--- config.mk ---
export PLATFORM = sky130hd
export DESIGN_NAME = instr_decode
export DESIGN_NICKNAME = d
export VERILOG_FILES = /design/src/rtl/instr_decode.sv
export SDC_FILE = /design/constraint.sdc
export NUM_CORES = 1
export LEC_CHECK = 0
export CELL_PAD_IN_SITES_DETAIL_PLACEMENT = 0
export CELL_PAD_IN_SITES_GLOBAL_PLACEMENT = 1
export CORE_AREA = 2 2 82 84
export CTS_CLUSTER_DIAMETER = 200
export DETAILED_ROUTE_END_ITERATION = 6
export DIE_AREA = 0 0 84 86
export GPL_TIMING_DRIVEN = 0
export PLACE_DENSITY_LB_ADDON = 0.1
export SYNTH_ARGS = -nofsm -noshare
export SYNTH_HDL_FRONTEND = slang
export SYNTH_SLANG_ARGS = --single-unit
--- constraint.sdc ---
create_clock -name clk -period 4.65 [get_ports clk]
set_input_delay 1.1625 -clock clk [delete_from_list [all_inputs] [get_ports clk]]
set_output_delay 1.1625 -clock clk [all_outputs]
set_load 0.05 [all_outputs]
--- src/rtl/instr_decode.sv ---
// Decode stage: turns fetched opcode words into registered execute controls.
// Ports: clk, rst_n, opcode_in, zero_flag -> br, alu_op, rd/rs/rt, reg_we, imm, imm_valid, halt, illegal, instr_count.
module instr_decode #(
   parameter int COUNT_W = 16
) (
   input  logic               clk,
   input  logic               rst_n,
   input  logic [15:0]        opcode_in,
   input  logic               zero_flag,
   output logic               br,
   output logic [3:0]         alu_op,
   output logic [3:0]         rd,
   output logic [3:0]         rs,
   output logic [3:0]         rt,
   output logic               reg_we,
   output logic [15:0]        imm,
   output logic               imm_valid,
   output logic               halt,
   output logic               illegal,
   output logic [COUNT_W-1:0] instr_count
);

   typedef enum logic [1:0] {
      S_DECODE,
      S_OPERAND,
      S_SKIP,
      S_HALT
   } state_t;

   state_t state_q, state_d;

   // Set while the OPERAND word belongs to an LDI (otherwise a taken branch).
   logic pend_ldi_q, pend_ldi_d;

   logic               br_d, reg_we_d, imm_valid_d, illegal_d, halt_d;
   logic [3:0]         alu_op_d, rd_d, rs_d, rt_d;
   logic [15:0]        imm_d;
   logic [COUNT_W-1:0] cnt_d;
   logic [3:0]         op;

   assign op = opcode_in[15:12];

   always_ff @(posedge clk or negedge rst_n) begin
      if (!rst_n) begin
         state_q     <= S_DECODE;
         pend_ldi_q  <= 1'b0;
         br          <= 1'b0;
         alu_op      <= '0;
         rd          <= '0;
         rs          <= '0;
         rt          <= '0;
         reg_we      <= 1'b0;
         imm         <= '0;
         imm_valid   <= 1'b0;
         halt        <= 1'b0;
         illegal     <= 1'b0;
         instr_count <= '0;
      end else begin
         state_q     <= state_d;
         pend_ldi_q  <= pend_ldi_d;
         br          <= br_d;
         alu_op      <= alu_op_d;
         rd          <= rd_d;
         rs          <= rs_d;
         rt          <= rt_d;
         reg_we      <= reg_we_d;
         imm         <= imm_d;
         imm_valid   <= imm_valid_d;
         halt        <= halt_d;
         illegal     <= illegal_d;
         instr_count <= cnt_d;
      end
   end

   always_comb begin
      state_d     = state_q;
      pend_ldi_d  = pend_ldi_q;
      br_d        = 1'b0;
      reg_we_d    = 1'b0;
      imm_valid_d = 1'b0;
      illegal_d   = 1'b0;
      halt_d      = halt;
      alu_op_d    = alu_op;
      rd_d        = rd;
      rs_d        = rs;
      rt_d        = rt;
      imm_d       = imm;
      cnt_d       = instr_count;

      unique case (state_q)
         S_DECODE: begin
            if (op <= 4'h5 || op == 4'hF) begin
               alu_op_d = op;
               rd_d     = opcode_in[11:8];
               rs_d     = opcode_in[7:4];
               rt_d     = opcode_in[3:0];
            end
            unique case (op)
               4'h0: cnt_d = instr_count + COUNT_W'(1);
               4'h1, 4'h2: begin
                  reg_we_d = 1'b1;
                  cnt_d    = instr_count + COUNT_W'(1);
               end
               4'h3: begin
                  pend_ldi_d = 1'b1;
                  state_d    = S_OPERAND;
               end
               4'h4: begin
                  pend_ldi_d = 1'b0;
                  br_d       = 1'b1;
                  state_d    = S_OPERAND;
               end
               4'h5: begin
                  pend_ldi_d = 1'b0;
                  // Not-taken BZ still has to swallow its target word.
                  br_d       = zero_flag;
                  state_d    = zero_flag ? S_OPERAND : S_SKIP;
               end
               4'hF: begin
                  halt_d  = 1'b1;
                  cnt_d   = instr_count + COUNT_W'(1);
                  state_d = S_HALT;
               end
               default: begin
                  // Undefined opcode retires as a NOP with a flag pulse.
                  alu_op_d  = 4'h0;
                  illegal_d = 1'b1;
                  cnt_d     = instr_count + COUNT_W'(1);
               end
            endcase
         end
         S_OPERAND: begin
            if (pend_ldi_q) begin
               imm_d       = opcode_in;
               imm_valid_d = 1'b1;
               reg_we_d    = 1'b1;
            end
            pend_ldi_d = 1'b0;
            cnt_d      = instr_count + COUNT_W'(1);
            state_d    = S_DECODE;
         end
         S_SKIP: begin
            cnt_d   = instr_count + COUNT_W'(1);
            state_d = S_DECODE;
         end
         S_HALT: begin
            state_d = S_HALT;
         end
         default: state_d = S_DECODE;
      endcase
   end

endmodule

==> impl_metrics.json <==
{
  "syn_avg_cell_area_um2": 12.6,
  "yosysMostFrequentCell": "dfrtp_1",
  "dieWidth_um": 84,
  "min_period_over_period": 0.589,
  "synth_area_leaders": "dfrtp_1 (57%), mux2_2 (8.8%), mux2_4 (4.9%)",
  "total_power_w": 0.00261,
  "swShare": 0.475,
  "ys_seq_area_frac": 0.575,
  "postCtsResizedCells": 0,
  "ios": 72,
  "cpPeakStageDelay_ns": 0.83,
  "multi_input_area_um2": 945,
  "endpoint_kind": "primary output",
  "cts.sinks": 56,
  "antenna_found_initial": 0,
  "synth_flop_cell": "dfrtp_1",
  "synth_common_cells": "dfrtp_1 (56), mux2_2 (19), inv_1 (13), nand2_1 (13), xor2_1 (12)",
  "cts.path.max_buffers": 2,
  "cts_buffers": 5,
  "setup-violations-final": 0,
  "sequentialPowerShare": 0.308,
  "rsz0062_at_grt": "false",
  "hold_viol": 0,
  "h-tree-depth": 2,
  "fp.dieArea_mm2": 0.00722,
  "port_buffers": 70,
  "drt_pass1_iterations": 4,
  "holdCritStartpoint": "instr_count[15]",
  "seqCellArea_mm2": 0.00140,
  "drc_errors": 0,
  "routabilityCongestion": 0.732,
  "crit_chain": "clkdlybuf4s50_1",
  "p_comb_frac": 0.591,
  "yosys_warnings": 0,
  "antennaDiodeCount": 0,
  "dp_hpwl_um": 3580,
  "hp-class": "register to register",
  "clkSlewWorstSetupHoldPaths_ns": 0.10,
  "ys_types": 39,
  "worst_pin_slew_ns": 0.644,
  "synth_top_area_frac": 0.575,
  "wirelength_um": 4880,
  "period_needed_ns": 2.74,
  "path_max_fanout": 5,
  "path_buf_inv": 1,
  "maxCapViolCount": 0,
  "clk_latency_ns": 0.31,
  "power_frac_clock": 0.100,
  "fillers": 567,
  "start_kind": "register",
  "grt_use_total": 0.138,
  "num_vias": 1654,
  "r2r_start": "state_q[0]",
  "crit_type": "register to primary output",
  "cts_hold_buf": 0,
  "nets": 294,
  "maxSlewHeadroom": 0.571,
  "synth_edf_count": 0,
  "status": "complete, no violations",
  "grt_pass1_wl_um": 7940,
  "drive_above_1_share": 0.165,
  "ir_drop_mv": 0.443,
  "fp.dieH_um": 86,
  "required_ns": 3.49,
  "route.detailed.wl_per_inst_um": 14.0,
  "p_int_w": 0.00137,
  "crit_family": "buffers and inverters",
  "core_mm2": 0.00628,
  "synth_fp_nets": 216,
  "synthesis.area_mm2": 0.00244,
  "start_util": 0.388,
  "synth-seq-cells": 56,
  "p_switching_w": 0.00124,
  "cts_tree": "built",
  "rows": 29,
  "hold_ws_ns": 0.476,
  "power_per_cell_area_mw_per_mm2": 781,
  "critPathLaunch": "instr_count[2]",
  "synthArstFlopShare": 1.00,
  "drv_slew": 0,
  "syn_to_final_growth_pct": 36.8,
  "critical_path_arrival_ns": 1.58,
  "fmax_mhz": 365,
  "first_global_vias": 1574,
  "globalRoute.totalOverflow": 0,
  "ant_nets": 0,
  "final_util": 0.531,
  "syn_inst": 193,
  "drt_iter0_markers": 75,
  "tns_ns": 0,
  "grt_max_degree": 30,
  "crit_slowest_cell": "clkdlybuf4s50_1",
  "yosysTopAreaCell": "dfrtp_1",
  "cts_root_buf": "clkbuf_8",
  "viasPerCell": 4.74,
  "p_leak_nw": 1.52,
  "worst_clock_skew_ns": 0.00418,
  "cts_setup_buffers": 0
}
[placed cells by master (no fill, tap or decap), drive strengths merged, types with 2 or more instances in the layout]
cell type / instances
o2bb2ai: 2
o21ai: 6
clkbuf: 9
xor2: 12
buf: 7
nand2: 14
ha: 4
a21oi: 4
nor2: 8
inv: 13
nor3: 7
dfrtp: 56
mux2: 27
clkdlybuf4s50: 69
nand2b: 3
xnor2: 5
mux2i: 2
nor4: 2
nand3: 5
[power by group through the flow]
| stage | registers (W) | logic (W) | clock network [W] |
|---|---|---|---|
| 2_1_floorplan | 0.00145 | 0.000414 | 0 |
| 3_3_place_gp | 0.000810 | 0.00154 | 0 |
| 3_5_place_dp | 0.000814 | 0.00155 | 0 |
| 4_1_cts | 0.000806 | 0.00155 | 0.000274 |
| 5_1_grt | 0.000832 | 0.00161 | 0.000292 |
| 6_report | 0.000803 | 0.00154 | 0.000261 |
[kinds of logic after synthesis]
kind of cell    after synthesis  share of synthesized area
fa+ha+maj                     4                     0.0205
compound gates               20                     0.0600
flops                        56                      0.575
simple gates                 47                      0.101
buf+inv                      20                     0.0380
mux                          29                      0.145
xor+xnor                     17                     0.0611
[state kept, by name, indices dropped and copies added (netlist names), 2 cells and up]
| register | flops |
|---|---|
| imm | 16 |
| state_q | 2 |
| instr_count | 16 |
| rd | 4 |
| rs | 4 |
| rt | 4 |
| alu_op | 4 |
[metal layers]
metal / part of all wire / global-route usage / wire length (um) / vias to the layer above
met2: 0.44 / 0.198 / 2140 / 48
met5: 0 / 0 / 0 / -
met4: 0.013 / 0.0484 / 61 / 0
met1: 0.50 / 0.207 / 2440 / 790
li1: - / - / - / 810
met3: 0.050 / 0.0289 / 242 / 6
[worst paths after layout]
kind / cells past startpoint / to / slack [ns]
min reg2reg: 1 / instr_count[15] / 0.48
min: 1 / instr_count[15] / 0.48
max reg2reg: 7 / instr_count[8] / 2.66
max in group asynchronous: 2 / imm[2] / 3.21
max: 1 / instr_count[2] / 1.91
min in group asynchronous: 1 / imm_valid / 0.87
[cell type report]
cell class	count	area share
inverter	13	0.0146
multi-input combinational	117	0.283
buffer	7	0.0131
clock buffer	7	0.0229
clock inverter	1	0.00263
sequential	56	0.420
tap	77	0.0289
timing repair buffer	71	0.215
[stage by stage]
step | area [um2] | worst slack, ns | instances
global placement | 3240 | 0.608 | 340
floorplan | 2440 | 2.34 | 193
detailed placement | 3250 | 1.71 | 341
CTS | 3340 | 1.90 | 349
global route | 3340 | 1.85 | 349
finish | 3340 | 1.91 | 349
No activity file was read; power rests on OpenSTA's default activity.
